## src/rtl/spi_scene_loader.sv

```systemverilog
// Packet parser sitting between the SPI 64-bit word accumulator and the
// raytracing controller. Frames incoming words into scene/camera packets,
// streams sphere records into the scene RAM, and commits the object count
// or camera word only when the XOR trailer checks out.
module spi_scene_loader #(
  parameter int MAX_OBJ     = 16,
  parameter int ADDR_W      = 4,
  parameter int TIMEOUT_CYC = 1000000
) (
  input  logic              clk,
  input  logic              rst_,
  input  logic              i_dv,
  input  logic [63:0]       i_word,
  output logic              o_wr_en,
  output logic [ADDR_W-1:0] o_wr_addr,
  output logic [127:0]      o_wr_data,
  output logic [7:0]        o_obj_count,
  output logic [63:0]       o_cam_data,
  output logic              o_frame_dv,
  output logic              o_busy,
  output logic              o_err,
  output logic [2:0]        o_err_code,
  output logic              o_irq
);

  localparam int TMO_W = $clog2(TIMEOUT_CYC + 1);

  localparam logic [2:0] ERR_NONE    = 3'd0;
  localparam logic [2:0] ERR_MAGIC   = 3'd1;
  localparam logic [2:0] ERR_OPCODE  = 3'd2;
  localparam logic [2:0] ERR_COUNT   = 3'd3;
  localparam logic [2:0] ERR_TRAILER = 3'd4;
  localparam logic [2:0] ERR_TIMEOUT = 3'd5;

  localparam logic [7:0] MAGIC     = 8'hA5;
  localparam logic [7:0] OP_SCENE  = 8'h01;
  localparam logic [7:0] OP_CAMERA = 8'h02;

  typedef enum logic [2:0] {IDLE, OBJ_LO, OBJ_HI, CAM, TRAILER} state_t;

  state_t            state;
  logic [63:0]       csum;
  logic [63:0]       lo_word;
  logic [63:0]       cam_shadow;
  logic [7:0]        obj_idx;
  logic [7:0]        obj_n;
  logic              is_scene;
  logic [TMO_W-1:0]  tmo_cnt;

  logic [7:0]        hdr_magic;
  logic [7:0]        hdr_op;
  logic [7:0]        hdr_n;
  logic              err_hit;
  logic [2:0]        err_cause;

  assign hdr_magic = i_word[63:56];
  assign hdr_op    = i_word[55:48];
  assign hdr_n     = i_word[47:40];

  // Decide whether this cycle aborts the packet, and why.
  always_comb begin
    // NOTE: every combinational output gets a default first so no path leaves it unassigned (no latch).
    err_hit   = 1'b0;
    err_cause = ERR_NONE;
    if (state == IDLE) begin
      if (i_dv) begin
        if (hdr_magic != MAGIC) begin
          err_hit   = 1'b1;
          err_cause = ERR_MAGIC;
        end else if (hdr_op != OP_SCENE && hdr_op != OP_CAMERA) begin
          err_hit   = 1'b1;
          err_cause = ERR_OPCODE;
        end else if (hdr_op == OP_SCENE && (hdr_n == 8'd0 || hdr_n > 8'(MAX_OBJ))) begin
          err_hit   = 1'b1;
          err_cause = ERR_COUNT;
        end
      end
    end else if (i_dv) begin
      if (state == TRAILER && i_word != csum) begin
        err_hit   = 1'b1;
        err_cause = ERR_TRAILER;
      end
    end else if (tmo_cnt == TMO_W'(TIMEOUT_CYC - 1)) begin
      err_hit   = 1'b1;
      err_cause = ERR_TIMEOUT;
    end
  end

  // Packet FSM with all outputs registered alongside the state.
  always_ff @(posedge clk or negedge rst_) begin
    // NOTE: the small datapath registers (checksum, shadows) are reset too; there is no RAM array here to exempt.
    if (!rst_) begin
      state       <= IDLE;
      csum        <= '0;
      lo_word     <= '0;
      cam_shadow  <= '0;
      obj_idx     <= '0;
      obj_n       <= '0;
      is_scene    <= 1'b0;
      tmo_cnt     <= '0;
      o_wr_en     <= 1'b0;
      o_wr_addr   <= '0;
      o_wr_data   <= '0;
      o_obj_count <= '0;
      o_cam_data  <= '0;
      o_frame_dv  <= 1'b0;
      o_busy      <= 1'b0;
      o_err       <= 1'b0;
      o_err_code  <= ERR_NONE;
      o_irq       <= 1'b0;
    end else begin
      // NOTE: non-blocking assignments only, so every register samples pre-edge values.
      o_wr_en    <= 1'b0;
      o_frame_dv <= 1'b0;
      o_err      <= 1'b0;

      if (err_hit) begin
        state      <= IDLE;
        o_busy     <= 1'b0;
        o_err      <= 1'b1;
        o_err_code <= err_cause;
        o_irq      <= 1'b1;
        tmo_cnt    <= '0;
      end else if (i_dv) begin
        tmo_cnt <= '0;
        unique case (state)
          IDLE: begin
            csum       <= '0;
            obj_idx    <= '0;
            obj_n      <= hdr_n;
            is_scene   <= (hdr_op == OP_SCENE);
            o_err_code <= ERR_NONE;
            o_irq      <= 1'b0;
            o_busy     <= 1'b1;
            state      <= (hdr_op == OP_SCENE) ? OBJ_LO : CAM;
          end
          OBJ_LO: begin
            lo_word <= i_word;
            csum    <= csum ^ i_word;
            state   <= OBJ_HI;
          end
          OBJ_HI: begin
            o_wr_en   <= 1'b1;
            o_wr_addr <= obj_idx[ADDR_W-1:0];
            o_wr_data <= {lo_word, i_word};
            csum      <= csum ^ i_word;
            obj_idx   <= obj_idx + 8'd1;
            state     <= (obj_idx + 8'd1 == obj_n) ? TRAILER : OBJ_LO;
          end
          CAM: begin
            cam_shadow <= i_word;
            csum       <= csum ^ i_word;
            state      <= TRAILER;
          end
          TRAILER: begin
            // Only reached on a matching trailer; mismatches are caught above.
            if (is_scene) o_obj_count <= obj_n;
            else          o_cam_data  <= cam_shadow;
            o_frame_dv <= 1'b1;
            o_irq      <= 1'b1;
            o_busy     <= 1'b0;
            state      <= IDLE;
          end
          default: begin
            state  <= IDLE;
            o_busy <= 1'b0;
          end
        endcase
      end else if (state != IDLE) begin
        tmo_cnt <= tmo_cnt + 1'b1;
      end
    end
  end

endmodule

```

## config.mk

```make
export PLATFORM = sky130hd
export DESIGN_NAME = spi_scene_loader
export DESIGN_NICKNAME = d
export VERILOG_FILES = /design/src/rtl/spi_scene_loader.sv
export SDC_FILE = /design/constraint.sdc
export NUM_CORES = 1
export LEC_CHECK = 0
export ABC_AREA = 1
export BUFFER_PORTS_ARGS = -buffer_cell sky130_fd_sc_hd__buf_2
export CAP_MARGIN = 10
export CORE_MARGIN = 5
export CORE_UTILIZATION = 50
export CTS_CLUSTER_DIAMETER = 150
export CTS_CLUSTER_SIZE = 16
export DETAILED_ROUTE_END_ITERATION = 16
export GPL_TIMING_DRIVEN = 1
export PLACE_DENSITY = 0.74
export SLEW_MARGIN = 30
export SYNTH_ARGS = -nofsm -noshare
export SYNTH_HDL_FRONTEND = slang
export SYNTH_SLANG_ARGS = --single-unit
```

## constraint.sdc

```tcl
create_clock -name clk -period 1.9 [get_ports clk]
set_clock_uncertainty 0.1 [all_clocks]
set_input_delay 0.095 -clock clk [delete_from_list [all_inputs] [get_ports clk]]
set_output_delay 0.095 -clock clk [all_outputs]
set_load 0.05 [all_outputs]
```

==> flow_summary_export.csv, run 1 <==
group,metric,value,unit
die,chipHeight,212,microns
die,die-area,45000,sq um
logic_synthesis,yosys_warnings,0,
die,rows,74,
min_path,hold_path_depth,9,
final_layout,area.growth.synth_to_final,34.8,%
grt,grt_pass1_wl,103000,microns
final_layout,fillers,3008,
final_layout,layout-drive-gt1-share,25.9,%
die,ios,279,
timing,hold_viol_final,0,
logic_synthesis,syn_area,20400,sq um
power,power.density,1740,nW/um^2
place,dp_hpwl,41900,microns
final_layout,layout_common_cells,"nand2_1 (648), dfrtp_1 (443), inv_1 (288)",
final_layout,final_area,27500,sq um
routing,drt-met1-wl,27900,microns
die,die_x,212,microns
timing,rsz0062_at_grt,"true",
timing,period_share,133,%
routing,wl,72100,microns
grt,gr-total-overflow,0,
place,pre_cts_slack,-0.507,ns
critical_path,start_kind,"primary input",
power,leakagePower,14.4,nW
timing,finalSetupTns,-164.19,ns
routing,drtPass1Iterations,6,
final_layout,nets,3007,
die,core,40600,sq um
grt,grt_max_degree,62,
routing,dr_wl_met2,34700,microns
cts,worstSkewPairLatency,0.60,ns
cts,cts_max_path_buffers,3,
logic_synthesis,synth_fp_nets,2477,
job,drv_cap,0,
power,ir_drop,1.10,mV
routing,drc_errors,0,
routing,drt-initial-drc-count,2078,
timing,worst_slack,-0.636,ns
die,start_util,50.2,%
critical_path,cp.required,2.25,ns
cts,numCtsBuffers,31,
routing,via_count,19561,
place,place_area,23900,sq um
grt,grt_pass1_vias,19066,
grt,antenna_found_initial,3,
cts,root_buffer,"clkbuf_16",
logic_synthesis,syn_inst,2408,
min_path,hp-class,"in -> reg",
logic_synthesis,yosysSeqAreaShare,54.4,%
cts,htreeDepth,1,
place,gp_congestion,0.864,
cts,clk_pin_slew,0.07,ns
place,port_buffers,278,
routing,met3WireLength,6060,microns
outcome,violations,"negative setup slack",
logic_synthesis,synth_cell_type_count,35,
critical_path,ff2ff_path_depth,13,
logic_synthesis,syn_avg_cell_area,8.47,sq um
routing,drtAntennaViolNets,0,
timing,finalMaxSlewViolations,0,
timing,min_period,2.54,ns
critical_path,crit_arrival,2.89,ns
power,p_total,47.9,mW
logic_synthesis,ys_ff_latch,444,
final_layout,mostFrequentLayoutCell,"nand2_1",
outcome,status,"finished with violations",
critical_path,critPathMaxFanout,22,
cts,cts_tree,"yes",
timing,setup_viol,423,
timing,max_freq,394,MHz
routing,wl_per_cell,20.8,microns
routing,vias_per_cell,5.64,
cts,cts.sinks,444,
grt,track_usage,28.5,%
timing,worst_pin_slew,0.660,ns
critical_path,critPathKind,"in -> reg",
critical_path,endpoint_kind,"flop",
timing,slew_headroom,56.0,%
routing,highest_layer,"met5",
==> sequential cells by signal (all words and copies together), names as in the netlist <==
| name | cells |
|---|---|
| csum | 64 |
| is_scene | 1 |
| o_err | 1 |
| o_irq | 1 |
| o_cam_data | 64 |
| obj_idx | 8 |
| tmo_cnt | 20 |
| o_wr_en | 1 |
| state | 3 |
| o_frame_dv | 1 |
| o_obj_count | 8 |
| o_wr_data | 128 |
| cam_shadow | 64 |
| o_err_code | 3 |
| o_busy | 1 |
| o_wr_addr | 4 |
| lo_word | 64 |
| obj_n | 8 |
==> routing by layer <==
layer	vias to the layer above	track usage, %
met1	9578	37.9
li1	8705	-
met4	4	10.5
met2	1016	48.2
met3	258	4.03
met5	-	0
==> path summary, 6_finish.rpt <==
path	startpoint	end	slack, ns
setup / recovery	i_word[10]	cam_shadow[39]	-0.64
hold / removal	i_word[51]	o_err_code[0]	0.1
setup reg to reg	csum[37]	cam_shadow[39]	-0.63
hold reg to reg	o_wr_data[51]	o_wr_data[51]	0.38
max in group asynchronous	rst_	o_wr_data[90]	0.45
min in group asynchronous	rst_	lo_word[45]	0.49
==> power by group <==
part / switching (mW) / internal, mW
combinational: 18.0 / 8.02
sequential: 2.12 / 13.4
clock: 3.25 / 3.01
==> worst max-delay path: stages <==
cell	delay [ns]
buf_2	0.09
dlygate4sd3_1	0.71
inv_1	0.11
nand2_1	0.12
nand2_1	0.13
nor2_4	0.16
nand2_2	0.08
nor2_1	0.10
nand2_1	0.06
nor2_1	0.10
nand2_2	0.11
nand2_4	0.12
nand4_4	0.14
clkbuf_16	0.26
buf_16	0.20
o21bai_1	0.18
nand2_1	0.10
==> layout make-up <==
type                            instances  area (sq um)  area share [%]
Tap cell                              532           666            2.42
Timing Repair Buffer                  636          5610            20.4
Sequential cell                       444         11100            40.4
Antenna cell                            1          2.50         0.00910
Multi-Input combinational cell       1526          8170            29.7
Clock buffer                           32           779            2.83
Clock inverter                          1          30.0           0.109
Inverter                              299          1130            4.12
==> kinds of logic after synthesis <==
kind of cell	count (synthesis)	share of synthesized area [%]
adder cells (fa/ha/maj)	2	0.123
flip-flops	444	54.4
XOR/XNOR	30	1.29
buffers and inverters	438	9.35
AO/OA/AOI/OAI	471	14.0
AND/OR/NAND/NOR	1023	20.8
==> timing repair <==
item | in CTS | in global routing
resized for setup | 55 | 143
hold buffers | 77 | 1
hold endpoints to repair | 716 | 4
pin swaps | 38 | 80
gates cloned | 17 | 31
endpoints found under the setup margin | 422 | 428
setup buffers | 15 | 8
==> through the flow <==
| step | util [%] | hold slack (ns) | std cells |
|---|---|---|---|
| after global routing | 67.7 | 0.119 | 3470 |
| after detailed placement | 58.7 | 0.00947 | 3296 |
| after floorplan | - | -0.301 | 2408 |
| after global placement | 58.7 | 0.00126 | 3296 |
| after CTS | 64.6 | 0.0818 | 3438 |
| final | 67.7 | 0.0983 | 3471 |
==> synthesized netlist by cell type <==
cell type | number | area share (%)
clkinv_1 | 1 | 0.018
buf_6 | 28 | 1.5
nor2_1 | 88 | 1.6
nand3_2 | 1 | 0.049
nand3_4 | 1 | 0.086
nand4_1 | 13 | 0.40
o21ai_2 | 1 | 0.043
and3_1 | 1 | 0.031
xor2_1 | 22 | 0.94
nand2_2 | 2 | 0.061
nand2_4 | 1 | 0.055
buf_1 | 13 | 0.24
nor3b_1 | 1 | 0.037
o21ai_0 | 156 | 3.8
or2_2 | 1 | 0.031
o21bai_1 | 192 | 7.1
a21oi_1 | 61 | 1.5
clkbuf_1 | 67 | 1.2
o21ai_1 | 60 | 1.5
buf_2 | 28 | 0.69
nor4_1 | 2 | 0.061
buf_4 | 2 | 0.074
ha_1 | 2 | 0.12
xnor2_1 | 8 | 0.34
inv_2 | 7 | 0.13
nand4_2 | 1 | 0.061
inv_1 | 291 | 5.4
a21boi_4 | 1 | 0.092
nor2_2 | 3 | 0.092
nor3_1 | 15 | 0.37
nand3_1 | 220 | 5.4
dfrtp_1 | 444 | 54
nand2_1 | 672 | 12
buf_8 | 1 | 0.074
nor2_8 | 1 | 0.098
No activity file was read; power rests on OpenSTA's default activity.
==> inputs of run 2 (changes only) <==
--- a/config.mk
+++ b/config.mk
@@ -13,7 +13,7 @@
 export CTS_CLUSTER_DIAMETER = 150
 export CTS_CLUSTER_SIZE = 16
 export DETAILED_ROUTE_END_ITERATION = 16
-export GPL_TIMING_DRIVEN = 1
+export GPL_TIMING_DRIVEN = 0
 export PLACE_DENSITY = 0.74
 export SLEW_MARGIN = 30
 export SYNTH_ARGS = -nofsm -noshare
==> flow_summary_export.csv, run 2 (same netlist as run 1, synthesis figures left out) <==
group,metric,value,unit
timing,period_share,132,%
cts,worstSkewPairLatency,0.59,ns
die,die_x,212,microns
place,gp_congestion,0.866,
routing,drtAntennaViolNets,0,
critical_path,r2r-start,"state[1]",
grt,antenna_found_initial,1,
routing,drtPass1Iterations,6,
critical_path,critPathKind,"in -> reg",
timing,min_period,2.51,ns
critical_path,startpoint,"i_word[12]",
final_layout,multiInputGateArea,8120,sq um
routing,dr_wl_met2,32400,microns
cts,cts.sinks,444,
critical_path,crit_arrival,2.92,ns
final_layout,mostFrequentLayoutCell,"nand2_1",
place,dp.cells,3222,
timing,worst_pin_slew,0.697,ns
final_layout,diodes,0,
routing,via_count,18591,
power,p_total,47.2,mW
final_layout,seq_area,11100,sq um
final_layout,final_core_util,65.3,%
critical_path,crit_buf_inv,6,
critical_path,cp_slowest_cell,"dlygate4sd3_1",
routing,drt-initial-drc-count,2005,
critical_path,crit_chain,"buf_2 -> dlygate4sd3_1 -> inv_1 -> nand2_1 -> nand2_1 -> nor2_2 -> nand2_2 -> nor2_2 -> nand2_1 -> nor2_2 -> nand2_2 -> nand2_4 -> nand3_4 -> nor2_8 -> buf_12 -> buf_16 -> clkbuf_16 -> nand3_1 -> nand2_1",
critical_path,crit_family,"simple AND/OR/NAND/NOR gates",
routing,wl_per_cell,20.0,microns
routing,highest_layer,"met4",
timing,worst_slack,-0.609,ns
cts,cts_max_path_buffers,3,
grt,grt_pass1_wl,103000,microns
grt,grt_pass1_vias,18129,
die,die-area,45000,sq um
timing,setup_viol,439,
die,chipHeight,212,microns
cts,numCtsBuffers,31,
final_layout,layout-drive-gt1-share,23.4,%
cts,clk_pin_slew,0.07,ns
cts,htreeDepth,1,
timing,finalSetupTns,-175.23,ns
place,port_buffers,277,
timing,hold_viol_final,53,
die,ios,279,
critical_path,cp.required,2.31,ns
final_layout,final_cells,3399,
critical_path,crit_top_cell,"nand2_1",
final_layout,area.growth.synth_to_final,30.0,%
grt,track_usage,29.0,%
timing,timing.hold.ws,-0.0730,ns
final_layout,fillers,3239,
job,drv_cap,0,
grt,gr-total-overflow,0,
timing,max_freq,399,MHz
routing,vias_per_cell,5.47,
place,dp_hpwl,44900,microns
critical_path,endpoint_kind,"flop",
critical_path,cpPeakStageDelay,0.70,ns
timing,finalMaxSlewViolations,0,
power,leakagePower,13.8,nW
outcome,status,"finished with violations",
final_layout,regMostFlops,"o_wr_data",
die,core,40600,sq um
die,start_util,50.2,%
outcome,violations,"negative hold slack, negative setup slack",
timing,rsz0062_at_grt,"true",
final_layout,nets,2937,
cts,root_buffer,"clkbuf_16",
critical_path,start_kind,"primary input",
die,rows,74,
min_path,hp-class,"in -> async",
routing,wl,68100,microns
routing,drt-met1-wl,27900,microns
routing,met3WireLength,4940,microns
grt,grt_max_degree,85,
cts,cts_tree,"yes",
final_layout,layout_common_cells,"nand2_1 (596), dfrtp_1 (444), buf_2 (288)",
power,ir_drop,0.961,mV
timing,slew_headroom,53.5,%
final_layout,largest_reg_flops,128,
routing,drc_errors,0,
critical_path,critPathMaxFanout,6,
power,power.density,1780,nW/um^2
-- run 2: final cells by class --
| type | instances | area share [%] |
|---|---|---|
| plain buffers | 138 | 5.10 |
| repair buffers | 428 | 12.6 |
| flip-flops and latches | 444 | 41.9 |
| clock inverters | 1 | 0.113 |
| well taps | 532 | 2.51 |
| clock buffers | 31 | 2.92 |
| inverters | 299 | 4.28 |
| multi-input cells | 1526 | 30.6 |
-- run 2: layer usage --
metal | up-vias | track usage [%]
met5 | - | 0
met4 | 0 | 10.9
met3 | 146 | 3.33
met2 | 805 | 47.3
met1 | 9094 | 40.4
li1 | 8546 | -
-- run 2: where the power goes --
group | switching, mW | leakage [nW] | internal [mW]
clock | 3.20 | 0.396 | 3.01
sequential | 2.06 | 5.65 | 13.4
combinational | 17.8 | 7.72 | 7.69
-- run 2: timing repair --
item                                    4_1_cts  5_1_grt
hold endpoints to repair                    478       74
buffers inserted                             28        6
endpoints found under the setup margin      431      442
resized for setup                           318      119
gates cloned                                 15       10
hold buffers                                 80       13
pin swaps                                   102       97
-- run 2: final timing paths --
kind | endpoint | slack (ns) | depth (start not counted)
setup reg to reg | cam_shadow[39] | -0.60 | 8
max in group asynchronous | o_cam_data[60] | 0.29 | 5
hold reg to reg | o_wr_data[50] | 0.38 | 2
hold / removal | o_wr_data[111] | -0.07 | 2
setup / recovery | lo_word[24] | -0.61 | 19
min in group clk | o_err_code[1] | 0 | 5
-- run 2: metrics by stage --
step / setup slack, ns / cell area, sq um / hold slack, ns
6_report: -0.609 / 26500 / -0.0730
5_1_grt: -0.691 / 26500 / -0.0359
4_1_cts: -0.560 / 25700 / -0.0760
3_5_place_dp: -1.30 / 22700 / -0.0507
3_3_place_gp: -8.15 / 22500 / 0.284
2_1_floorplan: -0.0114 / 20500 / -0.301
